<file path="src/rtl/sdram_bus_width_adapter.sv">
// rtl/sdram_bus_width_adapter.sv - 32-bit host word to 16-bit SDRAM controller bus adapter
//
// Splits each host word access into two halfword bus commands (low half first)
// and reassembles read returns into one 32-bit response. One host transaction
// is in flight at a time. Write halves with no enabled byte lanes are skipped.
//
// Ports:
//   clk, rst                 clock, asynchronous active-high reset
//   host_valid/host_ready    host request handshake (ready depends on state only)
//   host_write, host_addr    request type and byte address (bits [1:0] ignored)
//   host_wdata/byteenable    write data and byte lanes
//   host_rvalid/host_rdata   one-cycle read completion pulse and assembled word
//   bus_read/bus_write       controller command strobes, held until bus_ready
//   bus_addr/wdata/be        halfword command address, data and lanes
//   bus_burst/burst_len      tied off (single accesses only)
//   bus_rvalid/bus_rdata     controller read return strobe and halfword
module sdram_bus_width_adapter #(
  parameter int AW = 26
) (
  input  logic          clk,
  input  logic          rst,
  input  logic          host_valid,
  input  logic          host_write,
  input  logic [AW-1:0] host_addr,
  input  logic [31:0]   host_wdata,
  input  logic [3:0]    host_byteenable,
  output logic          host_ready,
  output logic          host_rvalid,
  output logic [31:0]   host_rdata,
  output logic          bus_read,
  output logic          bus_write,
  output logic [AW-1:0] bus_addr,
  output logic          bus_burst,
  output logic [2:0]    bus_burst_len,
  output logic [15:0]   bus_wdata,
  output logic [1:0]    bus_byteenable,
  input  logic          bus_ready,
  input  logic          bus_rvalid,
  input  logic [15:0]   bus_rdata
);

  typedef enum logic [1:0] {S_IDLE, S_LO, S_HI, S_RWAIT} state_t;

  state_t        state, state_nx;
  logic [AW-1:0] base_q;
  logic          wr_q;
  logic [31:0]   wdata_q;
  logic [3:0]    be_q;
  logic [1:0]    rcnt_q;
  logic [15:0]   lo_q;

  logic accept;
  logic rd_ret;
  logic rd_last;
  logic rd_both;

  assign host_ready    = (state == S_IDLE);
  assign accept        = host_valid & host_ready;
  assign bus_burst     = 1'b0;
  assign bus_burst_len = 3'd0;

  // Returns only count while a read is outstanding; anything beyond the
  // second halfword, in IDLE, or during a write is dropped.
  assign rd_ret  = (state != S_IDLE) & ~wr_q & bus_rvalid & (rcnt_q != 2'd2);
  assign rd_last = rd_ret & (rcnt_q == 2'd1);
  // Both halves may be back before the high command is accepted; the one
  // arriving in the same cycle counts too, otherwise RWAIT would never exit.
  assign rd_both = (rcnt_q == 2'd2) | rd_last;

  always_comb begin
    state_nx       = state;
    bus_read       = 1'b0;
    bus_write      = 1'b0;
    bus_addr       = '0;
    bus_wdata      = '0;
    bus_byteenable = '0;
    case (state)
      S_IDLE: begin
        if (accept) begin
          if (!host_write || (host_byteenable[1:0] != 2'b00)) state_nx = S_LO;
          else if (host_byteenable[3:2] != 2'b00)            state_nx = S_HI;
        end
      end
      S_LO: begin
        bus_read       = ~wr_q;
        bus_write      = wr_q;
        bus_addr       = base_q;
        bus_wdata      = wdata_q[15:0];
        bus_byteenable = wr_q ? be_q[1:0] : 2'b11;
        if (bus_ready) begin
          if (!wr_q || (be_q[3:2] != 2'b00)) state_nx = S_HI;
          else                               state_nx = S_IDLE;
        end
      end
      S_HI: begin
        bus_read       = ~wr_q;
        bus_write      = wr_q;
        bus_addr       = base_q + AW'(2);
        bus_wdata      = wdata_q[31:16];
        bus_byteenable = wr_q ? be_q[3:2] : 2'b11;
        if (bus_ready) begin
          if (wr_q || rd_both) state_nx = S_IDLE;
          else                 state_nx = S_RWAIT;
        end
      end
      S_RWAIT: begin
        if (rd_last) state_nx = S_IDLE;
      end
      default: state_nx = S_IDLE;
    endcase
  end

  always_ff @(posedge clk or posedge rst) begin
    if (rst) begin
      state       <= S_IDLE;
      base_q      <= '0;
      wr_q        <= 1'b0;
      wdata_q     <= '0;
      be_q        <= '0;
      rcnt_q      <= '0;
      lo_q        <= '0;
      host_rvalid <= 1'b0;
      host_rdata  <= '0;
    end else begin
      state       <= state_nx;
      host_rvalid <= rd_last;
      if (accept) begin
        base_q  <= {host_addr[AW-1:2], 2'b00};
        wr_q    <= host_write;
        wdata_q <= host_wdata;
        be_q    <= host_byteenable;
        rcnt_q  <= 2'd0;
      end else if (rd_ret) begin
        rcnt_q <= rcnt_q + 2'd1;
        if (rcnt_q == 2'd0) lo_q <= bus_rdata;
        if (rd_last)        host_rdata <= {bus_rdata, lo_q};
      end
    end
  end

endmodule

</file>
<file path="config.mk">
export PLATFORM = sky130hd
export DESIGN_NAME = sdram_bus_width_adapter
export DESIGN_NICKNAME = d
export VERILOG_FILES = /design/src/rtl/sdram_bus_width_adapter.sv
export SDC_FILE = /design/constraint.sdc
export NUM_CORES = 1
export LEC_CHECK = 0
export BUFFER_PORTS_ARGS = -buffer_cell sky130_fd_sc_hd__buf_2
export CAP_MARGIN = 0
export CORE_MARGIN = 8
export CORE_UTILIZATION = 30
export CTS_BUF_LIST = sky130_fd_sc_hd__clkbuf_4 sky130_fd_sc_hd__clkbuf_8 sky130_fd_sc_hd__clkbuf_16
export CTS_CLUSTER_DIAMETER = 120
export CTS_CLUSTER_SIZE = 20
export DETAILED_ROUTE_END_ITERATION = 8
export GPL_TIMING_DRIVEN = 0
export PLACE_DENSITY_LB_ADDON = 0.15
export SLEW_MARGIN = 30
export SYNTH_ARGS = -nofsm -noshare
export SYNTH_HDL_FRONTEND = slang
export SYNTH_SLANG_ARGS = --single-unit
</file>
<file path="constraint.sdc">
create_clock -name clk -period 5.7 [get_ports clk]
set_clock_uncertainty 0.05 [all_clocks]
set_input_delay 0.285 -clock clk [delete_from_list [all_inputs] [get_ports clk]]
set_output_delay 0.285 -clock clk [all_outputs]
set_load 0.05 [all_outputs]
</file>
==> results.toml, run 1 <==
[clocking]
cts_num_sinks = 114
clk_pin_slew_ps = 60
cts_setup_buffers = 0
cts_tree = "built"
htree_levels = 4
cts_made_buffers = 17
insertion_delay_ps = 400
cts_buffer_depth = 2
post_cts_resize_count = 0
postCtsHoldBufs = 1
cts_root_buf = "clkbuf_16"

[timing]
setup_tns_ps = 0
final-setup-viol-count = 0
max_freq_mhz = 326
hold_violations = 0
slew_violations = 0
timing.final.crit_share_pct = 53.8
period_minus_slack_ps = 3070
maxSlewHeadroom_pct = 53.6
rsz0062_at_grt = "no"
tightest_slew_ps = 695

[global_route]
grt.total_usage_pct = 12.6
antenna_found_initial = 1
grt_max_degree = 69
grt_pass1_wl_um = 19900
overflow = 0
grt_pass1_vias = 3746

[place]
dp_hpwl_um = 9330
place_congestion = 0.780
io_buffers = 160

[worst_setup_path]
crit_path_start_kind = "flop"
path_class = "reg -> out"
endpoint_kind = "output pin"
cp.required_ps = 5370
crit_arrival_ps = 2730
path_max_fanout = 10

[cells_and_area]
multi_input_area_um2 = 1930
layout_common_cells = "buf_2, dfrtp_1, mux2_2"
diodes = 0
final_util_pct = 42.0
final_common_cell = "buf_2"
nets = 631
register_area_um2 = 2850
area_growth_pct = 36.5
layout-drive-gt1-share_pct = 57.1
n_fill_cell = 1567

[yosys]
syn-cell-area_um2 = 4910
synth_edf_count = 0
syn_avg_cell_area_um2 = 13.9
async_flop_share_pct = 100
synth-seq-cells = 114
yosys_warnings = 0
syn_inst = 354
ys_seq_area_share_pct = 58.1
yosysUniqueCellTypes = 27
synth_flop_cell = "dfrtp_1"

[route]
drtPass1Iterations = 4
route.detailed.drc = 0
ant_nets = 0
vias = 3398
drt-initial-drc-count = 105
routed_wl_um = 12600
viasPerCell = 4.42
wire_per_inst_um = 16.3

[worst_hold_path]
hold_path.class = "in -> reg"

[floorplanning]
initial_core_util_pct = 30.8
io_pins = 168
fp.dieH_um = 144
die_x_um = 144
die_area_um2 = 20700
design.core.area_um2 = 15900
rows = 46

[status]
status = "complete, no violations"

[flow_run]
maxCapViolations = 0
## worst max-delay path: stages, from the launching register on
cell      delay, ps
dfrtp_1         420
inv_1           100
ha_1            160
clkbuf_1        440
clkbuf_1        450
o21ai_0         150
a21boi_0        280
buf_2           320
## final cells by class
type	instances	share of cell area, %
Tap cell	216	4.03
Clock buffer	19	6.76
Clock inverter	13	3.10
Inverter	8	0.560
Buffer	23	1.68
Timing Repair Buffer	162	12.5
Multi-Input combinational cell	213	28.8
Sequential cell	114	42.6
## sequential cells by signal, indices dropped and copies added, names as in the netlist
signal / cells
wr_q: 1
host_rvalid: 1
host_rdata: 32
base_q: 24
wdata_q: 32
rcnt_q: 2
state: 2
be_q: 4
lo_q: 16
## Yosys cell counts, types with 3 or more instances
cell type / count / share of area, %
nor2b_1: 18 / 2.3
clkbuf_1: 14 / 1.1
ha_1: 8 / 2.0
inv_1: 8 / 0.61
nand2_1: 7 / 0.54
buf_2: 3 / 0.31
mux2_2: 109 / 25
a22oi_1: 16 / 2.4
nor2_1: 3 / 0.23
and2_1: 25 / 3.2
dfrtp_1: 114 / 58
o21ai_0: 6 / 0.61
buf_4: 6 / 0.92
## final timing paths
kind / cells after the start / startpoint / to / slack (ps)
min: 2 / host_wdata[26] / wdata_q[26] / 50
max: 7 / state[1] / bus_byteenable[0] / 2630
min reg2reg: 1 / base_q[23] / base_q[23] / 440
max in group asynchronous: 4 / rst / base_q[13] / 4560
min in group asynchronous: 3 / rst / host_rdata[3] / 380
max reg2reg: 5 / state[1] / wdata_q[8] / 3440
## per-layer routing
layer  wire, um  vias up  global-route usage (%)
met5         12        -                       0
met1       5220     1675                    14.5
met4         86        2                    3.98
li1           -     1595                       -
met2       5840      116                    19.8
met3       1400       10                    6.64
## cell families (layout without fill, tap and decap cells)
logic type | count (synthesis) | after routing | share of synthesized area [%]
muxes | 109 | 109 | 25.0
and+or+nand+nor | 60 | 60 | 7.47
buffers and inverters | 31 | 225 | 2.91
other | 1 | 5 | 0.0764
adders and majority gates | 8 | 8 | 2.04
DFF | 114 | 114 | 58.1
AOI/OAI and AO/OA | 31 | 31 | 4.38
## through the flow
stage	instance area (um^2)	setup WS (ps)	cells	hold WS [ps]
floorplan	4920	2350	358	385
global placement	5990	841	734	428
CTS	6700	2600	768	32.9
detailed placement	6030	3030	735	264
finish	6700	2630	768	53.3
global route	6700	2370	768	34.4
Power of run 1 is not shown: default switching activity piles up to over one toggle a cycle in this logic, so the estimate is an artifact.
==> run 2: changes to the inputs <==
==> constraint.sdc (replaced) <==
create_clock -name clk -period 2.8 [get_ports clk]
set_clock_uncertainty 0.05 [all_clocks]
set_input_delay 0.14 -clock clk [delete_from_list [all_inputs] [get_ports clk]]
set_output_delay 0.14 -clock clk [all_outputs]
set_load 0.05 [all_outputs]
==> run 2 against run 1 <==
Against the previous run:
- register-to-register slack lost 2900 ps
- global-route usage is 0.79 points higher
- non-clock buffer count is 81 higher
- flip-flop and latch count did not move
- cell count is 11% higher
- critical path depth decreased by 1
- sequential share of layout area is 5.0 points lower
- hold slack improved by 58 ps
- critical endpoint is now bus_addr[20]
- cell area up 13%
- routed wire length up 7.2%
==> results.toml, run 2 (synthesized netlist as in run 1, its figures left out) <==
[power_and_ir_drop]
netSwitchingFraction_pct = 43.2
p_leak_nw = 3.63
irDropWorstVdd_uv = 734
pwr-share-clk_pct = 24.0
power.density_nw_per_um2 = 1380
p_seq_share_pct = 27.7
intPower_w = 0.00594
p_comb_share_pct = 48.4
switchingPower_w = 0.00451

[floorplanning]
die_x_um = 144
initial_core_util_pct = 30.8
fp.dieH_um = 144
rows = 46
io_pins = 168
design.core.area_um2 = 15900
die_area_um2 = 20700

[worst_setup_path]
reg2reg_depth = 5
crit_arrival_ps = 2430
critPathLaunch = "state[1]"
crit_end = "bus_addr[20]"
crit_path_start_kind = "flop"
reg2reg_slack_ps = 530
path_class = "reg -> out"
cp.required_ps = 2610
endpoint_kind = "output pin"
r2r-start = "state[1]"
worstReg2RegEnd = "wdata_q[27]"
path_max_fanout = 10

[route]
drt-initial-drc-count = 84
vias = 3669
ant_nets = 0
drtPass1Iterations = 4
wire_per_inst_um = 15.9
route.detailed.drc = 0
viasPerCell = 4.32
routed_wl_um = 13500

[cells_and_area]
nets = 712
final_common_cell = "buf_2"
layout_common_cells = "buf_2, dfrtp_1, mux2_2"
n_fill_cell = 1507
reg_top3 = "host_rdata x32, wdata_q x32, base_q x24"
diodes = 0
layout-drive-gt1-share_pct = 50.9
area_growth_pct = 54.7
stdcell_area_um2 = 7590

[timing]
final-setup-viol-count = 0
max_freq_mhz = 381
period_minus_slack_ps = 2620
maxSlewHeadroom_pct = 56.8
tightest_slew_ps = 647
slew_violations = 0
hold_violations = 0
timing.final.crit_share_pct = 93.7
setup_tns_ps = 0
rsz0062_at_grt = "no"

[global_route]
antenna_found_initial = 0
grt_pass1_wl_um = 21200
grt_pass1_vias = 4114
overflow = 0
grt.total_usage_pct = 13.4
grt_max_degree = 29

[clocking]
cts_buffer_depth = 2
cts_num_sinks = 114
cts_setup_buffers = 0
htree_levels = 4
cts_tree = "built"
clk_pin_slew_ps = 50
cts_root_buf = "clkbuf_16"
cts_made_buffers = 17
insertion_delay_ps = 400

[place]
placed_cell_area_um2 = 6110
place_congestion = 0.735
io_buffers = 160
dp_hpwl_um = 9710

[worst_hold_path]
hold_depth = 4
hold_path.class = "in -> reg"

[status]
status = "complete, no violations"

[flow_run]
maxCapViolations = 0
[run 2: cell types whose count changed in the layout (fill, tap and decap cells not counted), moves of 3 or more]
| cell | delta |
|---|---|
| clkbuf_2 | +3 |
| clkbuf_1 | -3 |
| dlygate4sd3_1 | +77 |
| buf_12 | +3 |
[run 2: layer usage]
metal / vias up / share of wire (%) / global-route usage, %
met2: 111 / 48 / 22.0
met3: 11 / 7.9 / 5.54
li1: 1761 / - / -
met1: 1786 / 44 / 15.7
met5: - / 0 / 0
met4: 0 / 0.93 / 3.82
[run 2: worst min-delay path by stage]
stage / slack (ps) / end / startpoint
5_1_grt: 110 / rcnt_q[0] / bus_rvalid
4_1_cts: 90 / rcnt_q[1] / bus_rvalid
2_1_floorplan: 240 / lo_q[0] / bus_rdata[0]
3_3_place_gp: 320 / base_q[6] / host_addr[6]
3_5_place_dp: 170 / base_q[8] / rst
6_report: 110 / rcnt_q[1] / bus_rvalid
[run 2: through the flow]
step	utilization [%]	std cells	total power, W	setup slack [ps]	hold WS (ps)
after floorplan	-	358	0.00671	164	240
after global placement	37.6	734	0.00784	357	323
after detailed placement	38.3	739	0.00795	369	174
after CTS	47.6	849	0.0106	51.1	93.1
after global routing	47.6	849	0.0111	17.3	109
final	47.6	849	0.0105	176	111
[run 2: power groups by stage]
stage               registers, W  clock network (W)  logic [W]
global placement         0.00287                  0    0.00496
finish                   0.00289            0.00250    0.00506
detailed placement       0.00292                  0    0.00503
global route             0.00300            0.00265    0.00540
floorplan                0.00360                  0    0.00310
CTS                      0.00290            0.00257    0.00513
[run 2: worst max-delay path, cell delays in order, from the launching register on]
cell and delay (ps):
dfrtp_1 420, inv_1 80, ha_1 340, nor2b_1 380
clkbuf_1 350, and2_1 190, buf_2 260
[run 2: cell type report]
cell class / instances / area, um^2 / share of cell area (%)
timing repair buffer: 243 / 1700 / 22.4
inverter: 8 / 33.8 / 0.445
tap: 216 / 270 / 3.56
clock inverter: 12 / 226 / 2.98
buffer: 23 / 116 / 1.53
sequential: 114 / 2850 / 37.6
clock buffer: 20 / 467 / 6.15
multi-input combinational: 213 / 1930 / 25.4
[run 2: timing repair]
item                                   4_1_cts  5_1_grt
hold buffers                                78        0
setup endpoints to repair                    4       15
endpoints found under the hold margin      186        0
gates resized for setup                      1        4
Note: power is estimated with default switching activity, not from simulation.
